<file path="src/rtl/fifo_sdpram_fwft_pkg.sv">
// Shared CSR types, FIFO CSR addresses and the status register layout for fifo_sdpram_fwft.
// Status word: [15:0] level, [16] empty, [17] full, [18] overflow (W1C), [31] flush (write-only).
package fifo_sdpram_fwft_pkg;

  typedef logic [11:0] CsrAddrT;
  typedef logic [31:0] word;

  localparam CsrAddrT FifoPushCsrAddr   = 12'h8C0;
  localparam CsrAddrT FifoStatusCsrAddr = 12'h8C1;

  localparam int FifoStatLevelLsb = 0;
  localparam int FifoStatEmptyBit = 16;
  localparam int FifoStatFullBit  = 17;
  localparam int FifoStatOvfBit   = 18;
  localparam int FifoStatFlushBit = 31;

  typedef struct packed {
    logic        flush;
    logic [11:0] rsvd;
    logic        overflow;
    logic        full;
    logic        empty;
    logic [15:0] level;
  } fifo_status_t;

endpackage

</file>
<file path="src/rtl/sdpram_block.sv">
// Simple dual-port RAM: one write port, one read port with a registered (1-cycle) read.
// A same-address read and write in one cycle returns the old contents.
module sdpram_block #(
  parameter  int WIDTH = 8,
  parameter  int DEPTH = 16,
  localparam int AW    = $clog2(DEPTH)
) (
  input  logic             clk_i,
  input  logic             we_i,
  input  logic [AW-1:0]    waddr_i,
  input  logic [WIDTH-1:0] wdata_i,
  input  logic             re_i,
  input  logic [AW-1:0]    raddr_i,
  output logic [WIDTH-1:0] rdata_o
);

  logic [WIDTH-1:0] mem_q [DEPTH];
  logic [WIDTH-1:0] rdata_q;

  always_ff @(posedge clk_i) begin
    if (we_i) mem_q[waddr_i] <= wdata_i;
    if (re_i) rdata_q <= mem_q[raddr_i];
  end

  assign rdata_o = rdata_q;

endmodule

</file>
<file path="src/rtl/fifo_sdpram_fwft.sv">
// CSR-fed FIFO: sdpram store plus a 2-entry first-word-fall-through output buffer.
// Optional `FIFO_BYPASS_EN lets pushes skip the sdpram when nothing is queued ahead in it.
module fifo_sdpram_fwft
  import fifo_sdpram_fwft_pkg::*;
#(
  parameter  int      WIDTH     = 8,
  parameter  int      DEPTH     = 16,
  parameter  CsrAddrT PUSH_ADDR = FifoPushCsrAddr,
  parameter  CsrAddrT STAT_ADDR = FifoStatusCsrAddr,
  localparam int      LVL_W     = $clog2(DEPTH + 3)
) (
  input  logic             clk_i,
  input  logic             reset_i,
  input  logic             csr_enable,
  input  CsrAddrT          csr_addr,
  input  word              rs1_data,
  output word              csr_data_out,
  input  logic             ready_i,
  output logic             valid_o,
  output logic [WIDTH-1:0] data_o,
  output logic [LVL_W-1:0] level_o,
  output logic             empty_o,
  output logic             full_o,
  output logic             overflow_o
);

  // Handshake: a word leaves at the rising edge where valid_o && ready_i; ready_i alone does nothing.
  localparam int AW    = $clog2(DEPTH);
  localparam int PTR_W = AW + 1;
  localparam int CAP   = DEPTH + 2;

  logic [PTR_W-1:0] wr_ptr_q, wr_ptr_d, rd_ptr_q, rd_ptr_d;
  logic [1:0]       out_cnt_q, out_cnt_d, cnt_tmp;
  logic             in_flight_q, in_flight_d;
  logic             ovf_q, ovf_d;
  logic [WIDTH-1:0] out_buf_q [2];
  logic [WIDTH-1:0] out_buf_d [2];
  logic [WIDTH-1:0] mem_rdata;
  logic [PTR_W-1:0] mem_count;
  logic [LVL_W-1:0] level;
  logic             push_req, push_ok, stat_wr, flush, ovf_clr, pop;
  logic             mem_empty, rd_issue, bypass, mem_we, full;
  logic             unused_rs1;
  fifo_status_t     status;

  assign push_req = csr_enable && (csr_addr == PUSH_ADDR);
  assign stat_wr  = csr_enable && (csr_addr == STAT_ADDR);
  assign flush    = stat_wr && rs1_data[FifoStatFlushBit];
  assign ovf_clr  = stat_wr && rs1_data[FifoStatOvfBit];
  assign pop      = valid_o && ready_i;

  assign mem_count = wr_ptr_q - rd_ptr_q;
  assign mem_empty = (wr_ptr_q == rd_ptr_q);
  assign level     = LVL_W'(mem_count) + LVL_W'(in_flight_q) + LVL_W'(out_cnt_q);
  assign full      = (level == LVL_W'(CAP));
  // Fullness is judged before any same-cycle pop, so a push against a full FIFO is always lost.
  assign push_ok   = push_req && !full;

  // Keep at most two words between the out buffer and the read in flight.
  assign rd_issue = !mem_empty &&
                    (({1'b0, out_cnt_q} + {2'b0, in_flight_q}) < (3'd2 + {2'b0, pop}));

`ifdef FIFO_BYPASS_EN
  assign bypass = push_ok && mem_empty && !in_flight_q && (out_cnt_q != 2'd2);
`else
  assign bypass = 1'b0;
`endif
  assign mem_we = push_ok && !bypass;

  sdpram_block #(
    .WIDTH (WIDTH),
    .DEPTH (DEPTH)
  ) u_store (
    .clk_i   (clk_i),
    .we_i    (mem_we),
    .waddr_i (wr_ptr_q[AW-1:0]),
    .wdata_i (rs1_data[WIDTH-1:0]),
    .re_i    (rd_issue),
    .raddr_i (rd_ptr_q[AW-1:0]),
    .rdata_o (mem_rdata)
  );

  always_comb begin
    wr_ptr_d    = wr_ptr_q + PTR_W'(mem_we);
    rd_ptr_d    = rd_ptr_q + PTR_W'(rd_issue);
    in_flight_d = rd_issue;
    out_buf_d   = out_buf_q;
    cnt_tmp     = out_cnt_q;
    ovf_d       = ovf_q;
    if (pop) begin
      out_buf_d[0] = out_buf_q[1];
      cnt_tmp      = cnt_tmp - 2'd1;
    end
    // The prefetch rule guarantees at most one slot is occupied here, so cnt_tmp[0] is the free slot.
    if (in_flight_q) begin
      out_buf_d[cnt_tmp[0]] = mem_rdata;
      cnt_tmp               = cnt_tmp + 2'd1;
    end
    if (bypass) begin
      out_buf_d[cnt_tmp[0]] = rs1_data[WIDTH-1:0];
      cnt_tmp               = cnt_tmp + 2'd1;
    end
    out_cnt_d = cnt_tmp;
    if (push_req && full) ovf_d = 1'b1;
    else if (ovf_clr)     ovf_d = 1'b0;
    if (flush) begin
      wr_ptr_d     = '0;
      rd_ptr_d     = '0;
      in_flight_d  = 1'b0;
      out_cnt_d    = '0;
      out_buf_d[0] = '0;
      out_buf_d[1] = '0;
    end
  end

  always_ff @(posedge clk_i) begin
    if (reset_i) begin
      wr_ptr_q     <= '0;
      rd_ptr_q     <= '0;
      in_flight_q  <= 1'b0;
      out_cnt_q    <= '0;
      out_buf_q[0] <= '0;
      out_buf_q[1] <= '0;
      ovf_q        <= 1'b0;
    end else begin
      wr_ptr_q     <= wr_ptr_d;
      rd_ptr_q     <= rd_ptr_d;
      in_flight_q  <= in_flight_d;
      out_cnt_q    <= out_cnt_d;
      out_buf_q[0] <= out_buf_d[0];
      out_buf_q[1] <= out_buf_d[1];
      ovf_q        <= ovf_d;
    end
  end

  always_comb begin
    status          = '0;
    status.level    = 16'(level);
    status.empty    = (level == '0);
    status.full     = full;
    status.overflow = ovf_q;
  end

  assign csr_data_out = (csr_addr == STAT_ADDR) ? word'(status) : '0;
  assign valid_o      = (out_cnt_q != 2'd0);
  assign data_o       = out_buf_q[0];
  assign level_o      = level;
  assign empty_o      = (level == '0);
  assign full_o       = full;
  assign overflow_o   = ovf_q;
  assign unused_rs1   = ^rs1_data;

endmodule

</file>
<file path="config.mk">
export PLATFORM = sky130hd
export DESIGN_NAME = fifo_sdpram_fwft
export DESIGN_NICKNAME = d
export VERILOG_FILES = /design/src/rtl/fifo_sdpram_fwft_pkg.sv /design/src/rtl/sdpram_block.sv /design/src/rtl/fifo_sdpram_fwft.sv
export SDC_FILE = /design/constraint.sdc
export NUM_CORES = 1
export LEC_CHECK = 0
export ABC_AREA = 1
export BUFFER_PORTS_ARGS = -buffer_cell sky130_fd_sc_hd__buf_2
export CORE_MARGIN = 2
export CORE_UTILIZATION = 40
export DETAILED_ROUTE_END_ITERATION = 7
export GPL_TIMING_DRIVEN = 0
export PLACE_DENSITY = 0.62
export SYNTH_ARGS = -nofsm -noshare
export SYNTH_HDL_FRONTEND = slang
export SYNTH_SLANG_ARGS = --single-unit
</file>
<file path="constraint.sdc">
create_clock -name clk_i -period 2.9 [get_ports clk_i]
set_clock_uncertainty 0.05 [all_clocks]
set_input_delay 0.145 -clock clk_i [delete_from_list [all_inputs] [get_ports clk_i]]
set_output_delay 0.145 -clock clk_i [all_outputs]
set_load 0.1 [all_outputs]
</file>
==> results.md <==
- Status: finished with violations
- Failing checks: DRC, setup timing
- Total GRT Usage: 0.180
- Crit path max fanout: 5
- Share of the synthesized area in the top cell type: 0.551
- Top-count cell post-synth: edfxtp_1
- Synth Flop Type: edfxtp_1
- CP Data Required Time: roughly 2700 ps
- Routability cong.: 0.926
- Mean number of vias per cell: around 5.0
- Mean Syn Cell Area: 11.1 sq um
- Bufs on Longest Clock Path: 2
- Initial Util: 0.410
- Drt pass-1 iters: 8
- Number of global-route vias before repair: around 5100
- Area contributors post-synth: edfxtp_1, dfxtp_1, nor2_1
- CP arrival: 2900 ps
- Kind of end point of the critical path: primary output
- Initial antenna violation count: 0
- Antenna Nets Post-Route: 0
- DR vias: 5177
- Crit. Startpoint: rd_ptr_q[0]$_SDFF_PP0_
- Fill count: ~1600
- Pin count of the biggest net entering global routing: 17
- Layout cell share with drive strength beyond 1: 0.281
- Clock period minus worst slack: 3100 ps
- Hold Fails Final Rpt: 0
- Cells along the critical path: ha_4 -> inv_2 -> fa_2 -> fa_2 -> nand3_2 -> inv_1 -> nor2_2 -> nand3_2 -> nand2_4 -> nand2_8 -> nor2_4 -> buf_12
- WP buf/inv: 3
- Clock Sinks: 166
- Clock buffer count from CTS: 17
- Post-synth top cells: edfxtp_1, nor2_1, o21ai_0
- Worst min-delay path class: in -> reg
- Total wire length: between 15000 and 20000 microns
- Slowest cell on crit path: fa_2
- Final setup vio count: 137
- Part of the cycle the worst path needs: 1.07
- FF-to-FF Start: rd_ptr_q[0]$_SDFF_PP0_
- Reg2Reg Depth: 12
- H-tree depth: 4
- Worst VDD drop: 0.455 mV
- WL met1: between 7000 and 8000 microns
- Antenna cell count: 0
- Metal2 WL: about 8400 microns
- # DRC: 9
- Overall die width: 140 microns
- Clock transition at path regs: 70 ps
- Post-synth EDFFs: 136
- Slew Viols, Final: 0
- Power Dens Cells: slightly above 600 nW/um^2
- Unrepaired setup endpoints after global routing: yes
- Total power: 5.77 mW
- Yosys top cell by area: edfxtp_1
- Worst-Skew Late Latency: approximately 430 ps
- DR WL met3: 1330 microns
- Max_cap viols: 0
- Mean routed wirelength per cell: 16.7 microns
- Worst path depth: 12
- Post-Syn Area: 7410 sq um
- First DRT Iteration DRCs: 410
- Measured slew at the worst slew-check pin: between 600 and 700 ps
- Lkg Pwr: 3.42 nW
- Finished Layout Cells: 1026
- Final Worst Setup Slack: -196 ps
- Setup crit start kind: flop
- Number of port buffers: approximately 50
- Mapped Cells: 670
- Max-Slew Margin vs Limit: 0.567
- Root buf cell: clkbuf_16
- Core Area: 18100 sq um
- Delay of the slowest cell on the worst path: 460 ps
- Asr flop ratio synth: 0
- Highest Clock Rate: 323 MHz
- CP top delay family: adder cells
- Final HPWL from detailed placement: ~12000 microns
- Placed insts: 971
- R2R Setup Slk: -170 ps
- Std-Cell Rows: 49
- First-pass GRT wire length: 26900 microns
- FF+latch count, synth: 166
- Max Used Layer: met4
- Die height: around 140 microns
- Die ar.: 19600 sq um
- Synth warn: 0
- Crit Path Category: reg -> out
- Nets: 850
- Final hold slack: 70.0 ps
- R2R Path End: u_store.mem_q[1][5]$_DFFE_PP_
- Grt total ovfl: 0
- Worst setup path end: csr_data_out[17]
- Post-synthesis sequential area ratio: 0.632
- CTS tree: done
- Synth-to-layout area growth: 25.2%
- Setup TNS: -20100 ps
- Dpl ws: -209 ps
- Io pins: 97
- Yosys cell types: 40
## area by class of cell
class,instances,area (sq um),share of cell area
Multi-Input combinational cell,428,2520,0.272
Buffer,60,403,0.0434
Sequential cell,166,4700,0.506
Clock buffer,17,425,0.0459
Inverter,39,159,0.0171
Clock inverter,15,165,0.0178
Tap cell,229,287,0.0309
Timing Repair Buffer,72,619,0.0668
## state kept, by name (all words and copies together), names as in the netlist, named ones only
register,count
u_store.mem_q,128
wr_ptr_q,5
data_o,8
overflow_o,1
rd_ptr_q,5
in_flight_q,1
u_store.rdata_o,8
out_cnt_q,2
## stage by stage
step | utilization | instance area (sq um)
global placement | 0.455 | 8240
CTS | 0.506 | 9160
finish | 0.513 | 9280
global route | 0.513 | 9280
floorplan | - | 7700
detailed placement | 0.455 | 8240
## metal layers
metal | global-route usage | up-vias
li1 | - | 2511
met1 | 0.234 | 2477
met2 | 0.300 | 174
met3 | 0.0533 | 15
met4 | 0.0457 | 0
met5 | 0 | -
## worst register-to-register path, delay by kind of cell (launching register included)
| family | cells | cell delay (ps) |
|---|---|---|
| fa+ha+maj | 3 | 1100 |
| buf+inv | 2 | 140 |
| flops | 1 | 380 |
| simple gates | 7 | 1060 |
## kinds of logic after synthesis
family | count (synthesis) | synth area share
compound gates | 134 | 0.101
mux | 1 | 0.00152
fa+ha+maj | 18 | 0.0334
other cells | 1 | 0.000506
buf+inv | 99 | 0.0741
xor+xnor | 10 | 0.0144
simple gates | 241 | 0.143
flops | 166 | 0.632
## worst min path at each step
stage | startpoint | end | cells after the start
2_1_floorplan | reset_i | overflow_o$_SDFFE_PP0P_ | 1
3_3_place_gp | reset_i | overflow_o$_SDFFE_PP0P_ | 2
3_5_place_dp | reset_i | overflow_o$_SDFFE_PP0P_ | 2
4_1_cts | rs1_data[2] | u_store.mem_q[5][2]$_DFFE_PP_ | 1
5_1_grt | rs1_data[2] | u_store.mem_q[5][2]$_DFFE_PP_ | 1
6_report | rs1_data[2] | u_store.mem_q[6][2]$_DFFE_PP_ | 1
## power by group
group | switching (mW) | internal, mW | total, mW
clock | 0.962 | 1.29 | 2.25
combinational | 0.676 | 0.248 | 0.924
sequential | 0.0102 | 2.59 | 2.60
total | 1.65 | 4.12 | 5.77
## repair_timing
item,CTS,global route
pin swaps,14,12
hold buffers,3,0
gates resized for setup,28,24
buffers inserted,16,4
endpoints found under the hold margin,1,0
setup endpoints to repair,142,141
## placed cells by master (no fill, tap or decap), types with 24 or more instances in the layout
cell and count:
edfxtp_1 136, nor2_1 108, nand2_1 55, buf_2 49
nand3_1 25, inv_1 26, buf_4 47, o21ai_0 71
conb_1 24, dfxtp_1 24
Note: power is estimated with default switching activity, not from simulation.
